[config.mk]
export PLATFORM = sky130hd
export DESIGN_NAME = corelet_inst_seq
export DESIGN_NICKNAME = d
export VERILOG_FILES = /design/src/rtl/corelet_inst_seq.sv
export SDC_FILE = /design/constraint.sdc
export NUM_CORES = 1
export LEC_CHECK = 0
export CAP_MARGIN = 0
export CORE_MARGIN = 8
export CORE_UTILIZATION = 26
export DETAILED_ROUTE_END_ITERATION = 7
export PLACE_DENSITY = 0.51
export SLEW_MARGIN = 20
export SYNTH_ARGS = -nofsm -noshare
export SYNTH_HDL_FRONTEND = slang
export SYNTH_SLANG_ARGS = --single-unit
[constraint.sdc]
create_clock -name clk -period 5.6 [get_ports clk]
set_input_delay 1.12 -clock clk [delete_from_list [all_inputs] [get_ports clk]]
set_output_delay 1.12 -clock clk [all_outputs]
set_load 0.03 [all_outputs]
[src/rtl/corelet_inst_seq.sv]
// corelet_inst_seq: sequences the corelet inst bus through one convolution pass.
// Define CORELET_INST_SEQ_ACC_EN to add the pmem read-back (ACC) phase before done.

module corelet_inst_seq #(
  parameter int col      = 8,
  parameter int len_nij  = 36,
  parameter int len_kij  = 9,
  parameter int w_base   = 1024,
  parameter int load_gap = 10,
  parameter int addr_bw  = 11
) (
  input  logic        clk,
  input  logic        reset,
  input  logic        start,
  input  logic        ofifo_valid,
  output logic [33:0] inst,
  output logic        busy,
  output logic        done
);

  localparam int AW = addr_bw;
  localparam logic [33:0] IDLE_INST = 34'h1_800C_0000;

  localparam logic [15:0] C_COL = 16'(col);
  localparam logic [15:0] C_NIJ = 16'(len_nij);
  localparam logic [15:0] C_GAP = 16'(load_gap);
  localparam logic [7:0]  K_LAST = 8'(len_kij - 1);
`ifdef CORELET_INST_SEQ_ACC_EN
  localparam logic [15:0] C_NK  = 16'(len_nij * len_kij);
`endif

  localparam logic [AW-1:0] A_BASE = AW'(w_base);
  localparam logic [AW-1:0] A_COL  = AW'(col);
  localparam logic [AW-1:0] A_NIJ  = AW'(len_nij);

  typedef enum logic [2:0] {
    S_IDLE,
    S_WFETCH,
    S_WLOAD,
    S_AFETCH,
    S_EXEC,
    S_DRAIN,
    S_ACC,
    S_FIN
  } state_t;

  state_t      r_state;
  state_t      w_state_nxt;
  logic [15:0] r_cnt;
  logic [15:0] w_cnt_nxt;
  logic [7:0]  r_kij;
  logic [7:0]  w_kij_nxt;
  logic [15:0] r_nrd;
  logic [15:0] w_nrd_nxt;
  logic [15:0] r_nwr;
  logic [15:0] w_nwr_nxt;

  logic [33:0] r_inst;
  logic        r_busy;
  logic        r_done;
  logic [33:0] w_inst_nxt;
  logic        w_busy_nxt;
  logic        w_done_nxt;

  logic        w_rd_now;
  logic        w_wr_now;

  // The registered bus says what happens in the current cycle.
  assign w_rd_now = r_inst[6];
  assign w_wr_now = ~r_inst[31];

  assign inst = r_inst;
  assign busy = r_busy;
  assign done = r_done;

  always_ff @(posedge clk or negedge reset) begin
    if (!reset) begin
      r_state <= S_IDLE;
      r_cnt   <= '0;
      r_kij   <= '0;
      r_nrd   <= '0;
      r_nwr   <= '0;
    end else begin
      r_state <= w_state_nxt;
      r_cnt   <= w_cnt_nxt;
      r_kij   <= w_kij_nxt;
      r_nrd   <= w_nrd_nxt;
      r_nwr   <= w_nwr_nxt;
    end
  end

  always_comb begin
    w_state_nxt = r_state;
    w_cnt_nxt   = r_cnt;
    w_kij_nxt   = r_kij;
    w_nrd_nxt   = r_nrd;
    w_nwr_nxt   = r_nwr;
    unique case (r_state)
      S_IDLE: begin
        if (start) begin
          w_state_nxt = S_WFETCH;
          w_cnt_nxt   = '0;
          w_kij_nxt   = '0;
        end
      end
      S_WFETCH: begin
        if (r_cnt == C_COL) begin
          w_state_nxt = S_WLOAD;
          w_cnt_nxt   = '0;
        end else begin
          w_cnt_nxt = r_cnt + 16'd1;
        end
      end
      S_WLOAD: begin
        if (r_cnt == C_COL + C_GAP - 16'd1) begin
          w_state_nxt = S_AFETCH;
          w_cnt_nxt   = '0;
        end else begin
          w_cnt_nxt = r_cnt + 16'd1;
        end
      end
      S_AFETCH: begin
        if (r_cnt == C_NIJ) begin
          w_state_nxt = S_EXEC;
          w_cnt_nxt   = '0;
        end else begin
          w_cnt_nxt = r_cnt + 16'd1;
        end
      end
      S_EXEC: begin
        if (r_cnt == C_NIJ - 16'd1) begin
          w_state_nxt = S_DRAIN;
          w_cnt_nxt   = '0;
          w_nrd_nxt   = '0;
          w_nwr_nxt   = '0;
        end else begin
          w_cnt_nxt = r_cnt + 16'd1;
        end
      end
      S_DRAIN: begin
        w_nrd_nxt = r_nrd + (w_rd_now ? 16'd1 : 16'd0);
        w_nwr_nxt = r_nwr + (w_wr_now ? 16'd1 : 16'd0);
        if (w_wr_now && (r_nwr == C_NIJ - 16'd1)) begin
          w_cnt_nxt = '0;
          if (r_kij == K_LAST) begin
`ifdef CORELET_INST_SEQ_ACC_EN
            w_state_nxt = S_ACC;
            w_nrd_nxt   = '0;
            w_nwr_nxt   = '0;
`else
            w_state_nxt = S_FIN;
`endif
          end else begin
            w_state_nxt = S_WFETCH;
            w_kij_nxt   = r_kij + 8'd1;
          end
        end
      end
      S_ACC: begin
`ifdef CORELET_INST_SEQ_ACC_EN
        // r_nrd walks rows (n), r_nwr walks kernel positions (k, inner).
        if (r_cnt == C_NK) begin
          w_state_nxt = S_FIN;
          w_cnt_nxt   = '0;
        end else begin
          w_cnt_nxt = r_cnt + 16'd1;
          if (r_nwr == 16'(K_LAST)) begin
            w_nwr_nxt = '0;
            w_nrd_nxt = r_nrd + 16'd1;
          end else begin
            w_nwr_nxt = r_nwr + 16'd1;
          end
        end
`else
        w_state_nxt = S_FIN;
`endif
      end
      S_FIN: begin
        w_state_nxt = S_IDLE;
      end
      default: begin
        w_state_nxt = S_IDLE;
      end
    endcase
  end

  always_comb begin
    w_inst_nxt = IDLE_INST;
    w_busy_nxt = (w_state_nxt != S_IDLE);
    w_done_nxt = (w_state_nxt == S_FIN);
    unique case (w_state_nxt)
      S_WFETCH: begin
        if (w_cnt_nxt < C_COL) begin
          w_inst_nxt[19]      = 1'b0;
          w_inst_nxt[7 +: AW] = A_BASE + AW'(w_kij_nxt) * A_COL
                              + AW'(w_cnt_nxt);
        end
        if (w_cnt_nxt != 16'd0) w_inst_nxt[2] = 1'b1;
      end
      S_WLOAD: begin
        if (w_cnt_nxt < C_COL) begin
          w_inst_nxt[3] = 1'b1;
          w_inst_nxt[0] = 1'b1;
        end
      end
      S_AFETCH: begin
        if (w_cnt_nxt < C_NIJ) begin
          w_inst_nxt[19]      = 1'b0;
          w_inst_nxt[7 +: AW] = AW'(w_cnt_nxt);
        end
        if (w_cnt_nxt != 16'd0) w_inst_nxt[2] = 1'b1;
      end
      S_EXEC: begin
        w_inst_nxt[3] = 1'b1;
        w_inst_nxt[1] = 1'b1;
      end
      S_DRAIN: begin
        if (ofifo_valid && (w_nrd_nxt < C_NIJ)) w_inst_nxt[6] = 1'b1;
        if (w_rd_now) begin
          w_inst_nxt[32]       = 1'b0;
          w_inst_nxt[31]       = 1'b0;
          w_inst_nxt[20 +: AW] = AW'(w_kij_nxt) * A_NIJ + AW'(w_nwr_nxt);
        end
      end
`ifdef CORELET_INST_SEQ_ACC_EN
      S_ACC: begin
        if (w_cnt_nxt < C_NK) begin
          w_inst_nxt[32]       = 1'b0;
          w_inst_nxt[20 +: AW] = AW'(w_nwr_nxt) * A_NIJ + AW'(w_nrd_nxt);
        end
        if (w_cnt_nxt != 16'd0) w_inst_nxt[33] = 1'b1;
      end
`endif
      default: begin
        w_inst_nxt = IDLE_INST;
      end
    endcase
  end

  always_ff @(posedge clk or negedge reset) begin
    if (!reset) begin
      r_inst <= IDLE_INST;
      r_busy <= 1'b0;
      r_done <= 1'b0;
    end else begin
      r_inst <= w_inst_nxt;
      r_busy <= w_busy_nxt;
      r_done <= w_done_nxt;
    end
  end

endmodule
==> results of run 1 <==
-- stage by stage --
stage	instances	total power [W]	worst slack [ps]	util	hold WS, ps
4_1_cts	943	0.00233	852	0.303	480
5_1_grt	943	0.00246	462	0.303	500
3_3_place_gp	927	0.00174	734	0.289	466
2_1_floorplan	635	0.00143	1210	-	442
3_5_place_dp	927	0.00173	695	0.289	465
6_report	943	0.00230	892	0.303	480
-- cells in the mapped netlist, types with 15 or more instances --
cell type	count	area (um2)
sky130_fd_sc_hd__ha_1	39	488
sky130_fd_sc_hd__nand4_1	15	93.8
sky130_fd_sc_hd__nand3_1	25	125
sky130_fd_sc_hd__nand2_1	60	225
sky130_fd_sc_hd__o21ai_0	68	340
sky130_fd_sc_hd__and3_1	17	106
sky130_fd_sc_hd__inv_1	25	93.8
sky130_fd_sc_hd__dfrtp_1	88	2200
sky130_fd_sc_hd__xnor2_1	15	131
sky130_fd_sc_hd__clkbuf_1	16	60.1
sky130_fd_sc_hd__nor2_1	56	210
sky130_fd_sc_hd__a21oi_1	31	155
-- cells in the final DEF, fill, tap and decap left out, types with 9 or more instances in the layout --
master                            synthesis  routed
sky130_fd_sc_hd__dfrtp_1                 88      88
sky130_fd_sc_hd__o21ai_0                 68      68
sky130_fd_sc_hd__nand2_1                 60      60
sky130_fd_sc_hd__nor2_1                  56      56
sky130_fd_sc_hd__ha_1                    39      39
sky130_fd_sc_hd__clkdlybuf4s50_1          0      34
sky130_fd_sc_hd__a21oi_1                 31      31
sky130_fd_sc_hd__inv_1                   25      25
sky130_fd_sc_hd__nand3_1                 25      25
sky130_fd_sc_hd__and3_1                  17      17
sky130_fd_sc_hd__nand4_1                 15      15
sky130_fd_sc_hd__xnor2_1                 15      15
sky130_fd_sc_hd__a21o_1                  13      13
sky130_fd_sc_hd__nor3_1                  13      13
sky130_fd_sc_hd__or3_1                   12      12
sky130_fd_sc_hd__o31ai_1                 12      12
sky130_fd_sc_hd__nor4_1                  11      11
sky130_fd_sc_hd__buf_4                    5      10
sky130_fd_sc_hd__a31oi_1                  9       9
sky130_fd_sc_hd__clkbuf_16                0       9
-- area by class of cell --
cell class	count	area share
Timing Repair Buffer	44	0.0637
Tap cell	280	0.0537
Clock inverter	4	0.00403
Inverter	25	0.0144
Multi-Input combinational cell	488	0.479
Clock buffer	12	0.0393
Sequential cell	90	0.346
-- sequential cells by signal, summed over array words and instances, names as in the netlist --
name,cells
inst,29
r_cnt,16
r_nrd,16
r_nwr,16
r_kij,8
r_state,3
busy,1
done,1
-- worst max-delay path, delay by kind of cell (launching register included) --
kind            cells  cell delay [ps]
compound gates      4             1010
xor+xnor            2              540
simple gates        7             1330
buf+inv             3              160
flops               1              440
fa+ha+maj           3             1150
-- worst max path at each step --
stage | startpoint | endpoint | slack, ps | depth (start not counted)
5_1_grt | r_nwr[10] | inst[30] | 460 | 19
2_1_floorplan | r_state[2] | inst[30] | 1210 | 19
3_5_place_dp | start | inst[17] | 700 | 18
4_1_cts | r_nwr[11] | inst[30] | 850 | 19
6_report | r_nwr[10] | inst[30] | 890 | 19
3_3_place_gp | start | inst[17] | 730 | 18
-- layer usage --
metal | wire length [um] | GRT usage
met5 | 0 | 0
met1 | 6870 | 0.149
met2 | 6600 | 0.174
met4 | 259 | 0.0467
met3 | 772 | 0.0277
-- power groups by stage --
stage	Clock (W)	Combinational [W]	Sequential, W
after floorplan	0	0.000612	0.000817
after global placement	0	0.000922	0.000815
after detailed placement	0	0.000917	0.000812
after CTS	0.000607	0.000917	0.000802
after global routing	0.000634	0.00101	0.000814
final	0.000588	0.000914	0.000801
-- kinds of logic after synthesis --
| family | Yosys count |
|---|---|
| AOI/OAI and AO/OA | 168 |
| xor gates and xnor gates | 22 |
| adders and majority gates | 42 |
| buffers and inverters | 57 |
| DFF | 90 |
| muxes | 3 |
| other | 2 |
| and+or+nand+nor | 249 |
==> results, run 1 <==
- The synthesis-stage register bit count is 90.
- The part of the cycle the worst path needs is 0.841.
- The required time reported for the critical path endpoint is 5890 ps.
- The count of antenna diodes in the layout is 0.
- Summing all flip-flop and latch instances after layout gives 2250 um2.
- In this run the cell area of the synthesized design comes to 5620 um2.
- The critical path goes through nor4_1, nand2_1, or3_1, o21ai_0, nor2b_1, o21ai_0, o31ai_1, ha_1, inv_1, fa_1, inv_1, ha_1, inv_1, nor2_1, nor2_1, o21ai_0, xor2_1, xnor3_1, nor2_1.
- The final layout contains 704 nets.
- The most used flip-flop cell after synthesis is sky130_fd_sc_hd__dfrtp_1.
- The hold path startpoint is r_nrd[15].
- Fill cells in the final layout number 2224.
- The post-route cell area is 6520 um2.
- The routed design has 14500 um of wire.
- The combined area of the multi-input logic cells is 3120 um2.
- The arrival time of the worst setup path is 4990 ps.
- The via count of the first global-routing pass is 4503.
- Of the total power, the share spent switching nets is 0.418.
- In this run the mean area of a mapped cell was 8.88 um2.
- No sink is reached through more buffers than the 2 on the longest clock path.
- The number of placement rows is 54.
- Across the run, the number of max-cap violations was 0.
- The vias per cell is 4.93.
- After synthesis, the largest family of logic cells by area is simple AND/OR/NAND/NOR gates.
- Of the total synthesized cell area, the portion taken by XOR and XNOR cells is 0.0367.
- The number of pins with negative max-slew slack in the final report is 0.
- The endpoint identified for the worst register-to-register timing path is inst[30].
- For this design, the CTS-stage hold fixing added 0 buffers.
- The cell leakage power is 2.88 nW.
- At the later pin of the worst-skew pair, clock insertion delay measures 360 ps.
- The routability congestion estimate from global placement is 0.862.
- The share of async-settable or async-resettable flops after synthesis is 1.00.
- The path with the worst hold slack has its endpoint at r_nrd[15].
- The die covers 26600 um2.
- The wire length per cell is 15.4 um.
- The sequential share of power is 0.348.
- TritonCTS built the clock tree.
- The power dissipated by switching net loads is 0.000963 W.
- The count of cell types in the netlist is 61.
- Clock tree synthesis selected as its root buffer the cell sky130_fd_sc_hd__clkbuf_16.
- The internal power of the cells is 0.00134 W.
- Across all register-to-register paths, the minimum setup slack is 890 ps.
- The slowest stage of the critical path belongs to the cell sky130_fd_sc_hd__fa_1.
- The post-CTS resize count is 0.
- The sum of overflow across all layers after global routing is 0.
- The count of synthesis-stage warnings from yosys is 0.
- Of the total synthesized cell area, the portion taken by full adders, half adders and majority gates is 0.0975.
- The slew at the pin closest to its max-slew limit is 877 ps.
- For this design the ratio of total power to cell area is 353 nW/um2.
- The number of enable-type register cells in the synthesized netlist is 0.
- For the worst flop-to-flop path, the logic depth is 19.
- The initial antenna violation count is 1.
- In the global route stage, overall resource usage came out at 0.113.
- The clock-pin slew reported for the worst setup and hold paths after clock tree synthesis is 70 ps.
- The count of buffers added on input and output ports is 35.
- The number of clock buffers added by TritonCTS is 9.
- The proportion of synthesized area in mux cells is 0.00534.
- The number of iterations in the first detailed-routing pass is 5.
- For this block, the via count after detailed routing is 4646.
- The upper clock frequency limit is 212 MHz.
- Setup total negative slack on the finished layout was measured at 0 ps.
- Setup violations remaining at the end of the flow were counted as 0.
- The DRC marker count from the first detailed-route iteration is 395.
- The relative area change from synthesis to final layout is 16.0%.
- Of the total synthesized cell area, the portion taken by AND, OR, NAND and NOR gates is 0.231.
- The share of total power dissipated in the clock network is 0.255.
- The number of cells on the worst hold path is 1.
- Across the VDD grid, the largest voltage drop is 0.137 mV.
- Clock skew on the completed layout was measured at 9.78 ps.
- Measured along the x axis, the die boundary spans 163 um.
- The share of total power dissipated in combinational logic is 0.397.
- Of all nets on the critical path, the largest fanout is 7.
- The worst reg2reg path startpoint is r_nwr[10].
- The first global-routing pass estimated 23900 um of wire.
- Synthesis handed over a netlist of 633 instances.
- For this run, the slowest stage of the critical path takes 540 ps.
- The worst setup path category is reg -> reg.
- Pin placement for this block handled 40 I/O pins.
- The max-slew headroom at the worst pin is 0.415.
- The number of post-CTS setup repair buffers is 0.
- The final critical-path required period is 4710 ps.
- The clock sink count is 90.
- The initial utilization of the core area, before any placement, comes to 0.261.
- The flow ran to the end, and the final reports show no timing, DRC or antenna violations.
- The post-synthesis compound-gate area fraction came to 0.182.
- The remaining antenna violation count is 0.
- The DRC violation count after routing is 0.
- The type of the most critical hold path is reg -> reg.
- The instance area at placement is 6240 um2.
- From bottom edge to top edge, the die measures 163 um.
- The clock tree synthesis step divided the H-tree into 3 levels.
- The estimated wirelength of the detail-placed design is 10500 um.
- Entering global routing, the biggest net connects 67 pins.
- In the final layout, the share of cells above drive strength 1 is 0.0603.
- The category of the worst setup path launch point is a flop.
- STA classifies the critical path endpoint as a flop.
- Setup repair after global routing left no endpoint under its margin.
- The total count of hold-check failures in the final report is 0.
- The share of the Yosys chip area taken by registers is 0.401.
- The total area inside the core boundary comes to 21600 um2.
Note: power is estimated with default switching activity, not from simulation.
==> run 2: changes to the inputs <==
==> constraint.sdc (replaced) <==
create_clock -name clk -period 4.6 [get_ports clk]
set_input_delay 0.92 -clock clk [delete_from_list [all_inputs] [get_ports clk]]
set_output_delay 0.92 -clock clk [all_outputs]
set_load 0.03 [all_outputs]
==> run 2 against run 1 <==
Combinational power up 37%. Clock power up 44%. Via count up 2.3%. Total power up 32%. Critical path type unchanged. Critical endpoint unchanged.
==> results, run 2 (synthesized netlist as in run 1, its figures left out) <==
- The dominant cell type by count on the critical path is sky130_fd_sc_hd__ha_1.
- The number of fill cells is 2239 (+0.67%).
- The endpoint identified for the worst register-to-register timing path is inst[30].
- The largest stage delay on the critical path is 480 ps (-60 ps).
- The post-route cell area came to 6830 um2 (+4.8%).
- The relative area change from synthesis to final layout is 21.6%.
- The critical path buffer and inverter count came to 1 (-2).
- The routability congestion estimate from global placement was 0.834 (-3.3%).
- The post-route setup TNS is 0 ps (unchanged).
- The flow ran to the end, and the final reports show no timing, DRC or antenna violations.
- The number of flip-flops under the largest register name came to 29 (unchanged).
- The end point of the critical path is inst[30].
- The number of iterations in the first detailed-routing pass is 5 (unchanged).
- The largest fanout on the critical path is 8 (+1).
- The remaining antenna violation count is 0 (unchanged).
- Leaving out fill and tap cells, the most frequent cell in the layout is sky130_fd_sc_hd__dfrtp_1.
- The worst voltage drop across the vdd grid came to 0.206 mV (+51%).
- The combined area of the multi-input logic cells was 3140 um2 (+0.60%).
- The height of the die was 163 um (unchanged).
- The slew at the pin closest to its max-slew limit is 787 ps (-89.7 ps).
- The DRC marker count from the first detailed-route iteration came to 340 (-14%).
- The clock sink count is 90 (unchanged).
- The die footprint came to 26600 um2 (unchanged).
- The initial antenna violation count was 0 (-1).
- The clock-pin slew reported for the worst setup and hold paths after clock tree synthesis came to 70 ps (about the same).
- The wire length per cell came to 15.1 um (-1.7%).
- The number of buffers on the longest clock path is 2 (unchanged).
- Setup repair after global routing left no endpoint under its margin.
- The worst-skew pair later-pin latency is 350 ps (about the same).
- The number of nets in the layout is 736 (+4.5%).
- The worst reg2reg path startpoint is r_nwr[4].
- The number of CTS-inserted buffers came to 9 (unchanged).
- Traced cell by cell, the critical path runs through nor4_1, nand3_1, buf_4, nor3_1, nand4_1, o31ai_1, ha_1, ha_1, a21oi_1, xnor2_1, ha_1, a21oi_1, o21ai_0, xor2_1, xnor3_1, nor2_1.
- The starting density of the core is 0.261 (unchanged).
- The number of hold buffers added after CTS is 0 (unchanged).
- Broken down by cell family, the worst path's largest delay share belongs to simple AND/OR/NAND/NOR gates.
- STA classifies the critical path startpoint as a flop.
- The core area is 21600 um2 (unchanged).
- The number of pins with negative max-slew slack in the final report is 0 (unchanged).
- The die span in x was 163 um (unchanged).
- The total length of routed wires was 14700 um (+1.7%).
- The number of endpoints failing setup at the final stage was 0 (unchanged).
- The H-tree depth reported by CTS came to 3 (unchanged).
- The instance area at placement was 6440 um2 (+3.2%).
- The final critical-path required period is 4350 ps (-359 ps).
- The number of ports placed on the die boundary is 40 (unchanged).
- The share of cells above drive strength 1 is 0.109 (+0.0490).
- The path length in cells of the critical path is 16 (-3).
- The final core utilization is 0.317 (+0.0145).
- The max-slew headroom at the worst pin was 0.475 (+0.0598).
- The upper clock frequency limit was 230 MHz (+8.3%).
- The areal power density over the cells is 445 nW/um2 (+26%).
- The estimated wirelength of the detail-placed design came to 10900 um (+3.9%).
- The pin count of the biggest net entering global routing is 60 (-10%).
- The total count of hold-check failures in the final report is 0 (unchanged).
- The count of antenna diodes in the layout is 0 (unchanged).
- The max-cap check violation count was 0 (unchanged).
- The number of placement rows is 54 (unchanged).
- The part of the cycle the worst path needs is 0.945 (+0.105).
- The worst setup skew after layout is 6.11 ps (-3.67 ps).
- The library cells used most frequently in the layout, excluding fill and tap cells, are sky130_fd_sc_hd__dfrtp_1 (87), sky130_fd_sc_hd__o21ai_0 (67), sky130_fd_sc_hd__nand2_1 (60).
- The required time reported for the critical path endpoint was 4880 ps (-1010 ps).
- The DRC violation count after routing is 0 (unchanged).
- The number of port buffers is 35 (unchanged).
- The total global routing track utilization is 0.115 (+0.00161).
- The via count of the first global-routing pass was 4662 (+3.5%).
- The cell leakage power came to 3.06 nW (+6.2%).
- The total via count after detailed routing is 4754 (+2.3%).
- The register area is 2260 um2 (about the same).
- The category of the worst setup path capture point is a flop.
- The cell depth of the worst flop-to-flop path was 16 (-3).
- The TritonCTS clock tree is done.
- The sum of overflow across all layers after global routing is 0 (unchanged).
- The worst setup path category is reg -> reg.
- The arrival time of the worst setup path was 4630 ps (-360 ps).
- The register-to-register path setup slack is 250 ps (-640 ps).
- The critical path launch point is r_nwr[4].
- The clock root buffer is sky130_fd_sc_hd__clkbuf_16.
- The wire length of the first global-routing pass was 24300 um (+2.0%).
- The vias per cell is 4.88 (-1.0%).
- The tightest min-delay check is of the reg -> reg type.
- Among all stages on the critical path, the largest delay is contributed by sky130_fd_sc_hd__o31ai_1.
## run 2: stage by stage
| stage | cells | worst slack [ps] | total power (W) | hold slack [ps] |
|---|---|---|---|---|
| floorplan | 635 | 207 | 0.00174 | 442 |
| global placement | 954 | 245 | 0.00220 | 462 |
| detailed placement | 954 | 179 | 0.00220 | 459 |
| CTS | 970 | 205 | 0.00305 | 476 |
| global route | 975 | 5.04 | 0.00327 | 506 |
| finish | 975 | 251 | 0.00304 | 475 |
## run 2: how the worst min path moves through the flow
stage	startpoint	endpoint	slack, ps	cells after the start
6_report	r_nrd[15]	r_nrd[15]	480	1
5_1_grt	r_nrd[15]	r_nrd[15]	510	1
4_1_cts	r_nrd[15]	r_nrd[15]	480	1
3_5_place_dp	r_nrd[15]	r_nrd[15]	460	1
3_3_place_gp	r_nrd[15]	r_nrd[15]	460	1
2_1_floorplan	r_nrd[15]	r_nrd[15]	440	1
## run 2: layout make-up
type / instances / share of cell area
flip-flops and latches: 90 / 0.330
inverters: 25 / 0.0137
multi-input cells: 488 / 0.460
clock buffers: 11 / 0.0341
well taps: 280 / 0.0513
repair buffers: 76 / 0.0959
clock inverters: 5 / 0.0150
## run 2: per-layer routing
layer | wire length (um) | GRT usage
met2 | 6720 | 0.180
met3 | 579 | 0.0234
met4 | 178 | 0.0367
met1 | 7260 | 0.155
met5 | 0 | 0
## run 2: report_power, final
part | leakage, nW | internal [W] | total, W | switching [W]
Combinational | 1.67 | 0.000446 | 0.00125 | 0.000803
Clock | 0.160 | 0.000530 | 0.000844 | 0.000313
Sequential | 1.23 | 0.000872 | 0.000947 | 0.0000751
Total | 3.06 | 0.00185 | 0.00304 | 0.00119
## run 2: repair_timing
| action | CTS | global route |
|---|---|---|
| endpoints found under the setup margin | 0 | 2 |
| setup buffers | 0 | 5 |
| hold endpoints to repair | 0 | 0 |
| resized for setup | 0 | 6 |
==> run 3: changes to the inputs <==
--- a/config.mk
+++ b/config.mk
@@ -7,9 +7,9 @@
 export LEC_CHECK = 0
 export CAP_MARGIN = 0
 export CORE_MARGIN = 8
-export CORE_UTILIZATION = 26
+export CORE_UTILIZATION = 60
 export DETAILED_ROUTE_END_ITERATION = 7
-export PLACE_DENSITY = 0.51
+export PLACE_DENSITY = 0.9
 export SLEW_MARGIN = 20
 export SYNTH_ARGS = -nofsm -noshare
 export SYNTH_HDL_FRONTEND = slang
==> run 3 against run 2 <==
Combinational power is essentially flat. Global-route usage is 11 points higher. First-iteration DRC count is 30% higher. Worst hold slack improved by 23 ps. Critical path depth is 4 higher. Setup slack worse by 91 ps. Count of clock-buffer cells in the layout decreased by 2. Critical path type unchanged.
==> results, run 3 (synthesized netlist as in run 1, its figures left out) <==
- The final core utilization is 0.706 (+0.389).
- The run finished with clean final reports.
- The die footprint is 12700 um2 (-52%).
- The TritonCTS clock tree is done.
- The part of the cycle the worst path needs is 0.965 (+0.0198).
- The number of ports placed on the die boundary is 40 (unchanged).
- The number of buffers on the longest clock path was 2 (unchanged).
- The initial antenna violation count is 0 (unchanged).
- The starting density of the core is 0.614 (+0.353).
- The category of the worst setup path capture point is a flop.
- The worst reg2reg path startpoint is r_nwr[11].
- The clock-pin slew reported for the worst setup and hold paths after clock tree synthesis is 110 ps (+40 ps).
- The areal power density over the cells is 425 nW/um2 (-4.5%).
- The number of port buffers was 35 (unchanged).
- The worst voltage drop across the vdd grid was 0.284 mV (+38%).
- The hold path startpoint is r_nrd[15].
- The number of standard cells in the layout, taps in and fillers out is 798 (-18%).
- The upper clock frequency limit came to 225 MHz (-2.0%).
- The number of instances in the placed design is 778 (-18%).
- The final critical-path required period is 4440 ps (+90.9 ps).
- The number of hold buffers added after CTS was 0 (unchanged).
- In this run the clock root is driven by a sky130_fd_sc_hd__clkbuf_8.
- The worst setup path is launched from a flop.
- The worst-skew pair later-pin latency is 380 ps (+30 ps).
- The worst setup skew after layout is 19.3 ps (+13.2 ps).
- The number of placement rows is 35 (-35%).
- The clock sink count was 90 (unchanged).
- The max-cap check violation count is 0 (unchanged).
- The number of CTS-inserted buffers was 9 (unchanged).
- The sum of overflow across all layers after global routing is 0 (unchanged).
- The DRC marker count from the first detailed-route iteration is 441 (+30%).
- The DRC violation count after routing is 0 (unchanged).
- The number of cells on the worst hold path was 1 (unchanged).
- The wire length per cell was 17.8 um (+18%).
- The required time reported for the critical path endpoint is 4920 ps (+40 ps).
- The total via count after detailed routing is 5088 (+7.0%).
- The total count of hold-check failures in the final report is 0 (unchanged).
- The routability congestion estimate from global placement is 0.966 (+16%).
- The share of cells above drive strength 1 came to 0.111 (+0.00127).
- The remaining antenna violation count is 0 (unchanged).
- The slowest stage of the critical path is the sky130_fd_sc_hd__fa_1 cell.
- The smallest hold slack is 499 ps (+23.4 ps).
- The endpoint identified for the worst register-to-register timing path is inst[30].
- Leaving out fill and tap cells, the most frequent cells in the layout are sky130_fd_sc_hd__dfrtp_1 (86), sky130_fd_sc_hd__o21ai_0 (67), sky130_fd_sc_hd__nand2_1 (60).
- The total length of routed wires is 14200 um (-3.5%).
- The relative area change from synthesis to final layout is 15.0%.
- The height of the die is 113 um (-31%).
- The number of flip-flops under the largest register name is 29 (unchanged).
- The number of nets in the layout is 728 (-1.1%).
- The cell depth of the worst flop-to-flop path is 20 (+4).
- For hold timing, the worst endpoint is r_nrd[15].
- The number of iterations in the first detailed-routing pass is 7 (+2).
- The min-delay analysis places its worst path in the category reg -> reg.
- Traced cell by cell, the critical path runs through nor4_1, nand2_1, or3_4, o21ai_1, buf_4, nor2b_1, o21ai_0, o31ai_1, ha_1, inv_1, fa_1, inv_1, ha_1, inv_1, nor2_1, nor2_1, o21ai_0, xor2_1, xnor3_1, nor2_1.
- The number of endpoints failing setup at the final stage is 0 (unchanged).
- The via count of the first global-routing pass is 4791 (+2.8%).
- The max-slew headroom at the worst pin was 0.388 (-0.0876).
- The library cell used most frequently in the layout, excluding fill and tap cells, is sky130_fd_sc_hd__dfrtp_1.
- The H-tree depth reported by CTS is 3 (unchanged).
- The total global routing track utilization is 0.221 (+0.107).
- The pin count of the biggest net entering global routing is 61 (+1.7%).
- The largest stage delay on the critical path came to 520 ps (+40 ps).
- The number of pins with negative max-slew slack in the final report is 0 (unchanged).
- The register-to-register path setup slack is 160 ps (-90 ps).
- The count of antenna diodes in the layout is 0 (unchanged).
- The core area was 9150 um2 (-58%).
- The die span in x is 113 um (-31%).
- The slew at the pin closest to its max-slew limit came to 918 ps (+130 ps).
- The wire length of the first global-routing pass is 23300 um (-4.2%).
- The estimated wirelength of the detail-placed design was 10100 um (-7.1%).
- The worst setup path is of the reg -> reg kind.
- The arrival time of the worst setup path is 4760 ps (+130 ps).
- The largest fanout on the critical path came to 8 (unchanged).
- The vias per cell is 6.38 (+31%).
- The cell leakage power is 2.97 nW (-2.9%).
## run 3: changes by cell type in the layout (fill, tap and decap cells not counted), sizes merged
cell,delta
buf,-8
bufinv,-3
clkinv,+3
inv,+3
clkbuf,-2
clkinvlp,-1
## run 3: what timing repair did
| item | in CTS | in global routing |
|---|---|---|
| gates resized for setup | 0 | 13 |
| buffers inserted | 0 | 4 |
| endpoints found under the setup margin | 0 | 2 |
## run 3: worst max path at each step
| stage | from | endpoint | slack [ps] | cells past startpoint |
|---|---|---|---|---|
| 6_report | r_nwr[11] | inst[30] | 160 | 20 |
| 5_1_grt | r_cnt[8] | inst[17] | -30 | 20 |
| 4_1_cts | r_nwr[11] | inst[30] | 140 | 20 |
| 3_5_place_dp | start | inst[17] | 50 | 19 |
| 3_3_place_gp | start | inst[30] | 190 | 18 |
| 2_1_floorplan | r_state[2] | inst[30] | 210 | 19 |
## run 3: report_power, final
| part | internal (W) | switching [W] |
|---|---|---|
| clock | 0.000217 | 0.000340 |
| combinational | 0.000433 | 0.000810 |
| sequential | 0.000871 | 0.0000747 |
## run 3: per-stage QoR
step	total power, W	TNS, ps	setup WS, ps	cell area, um2
3_3_place_gp	0.00211	0	188	6180
2_1_floorplan	0.00174	0	207	5630
5_1_grt	0.00291	-49.6	-33.2	6460
6_report	0.00275	0	160	6460
3_5_place_dp	0.00215	0	48.3	6180
4_1_cts	0.00271	0	140	6380
## run 3: layout make-up
class	count	area, um2
Timing Repair Buffer	68	596
Clock inverter	7	81.3
Fill cell	685	2690
Tap cell	111	139
Multi-Input combinational cell	488	3170
Inverter	25	93.8
Clock buffer	9	124
Sequential cell	90	2260
## run 3: routing by layer
metal | track usage | up-vias | wire (um) | share of wire
met3 | 0.0383 | 28 | 1100 | 0.077
met4 | 0.0737 | 0 | 276 | 0.019
li1 | - | 2372 | - | -
met5 | 0 | - | 0 | 0
met1 | 0.295 | 2446 | 6010 | 0.42
met2 | 0.356 | 242 | 6830 | 0.48
## run 3: critical path, delay by kind of cell, from the launching register on
kind	cells	cell delay (ps)
AOI/OAI and AO/OA	4	690
xor gates and xnor gates	2	550
adders and majority gates	3	1110
buffers and inverters	4	330
DFF	1	480
and+or+nand+nor	7	1230
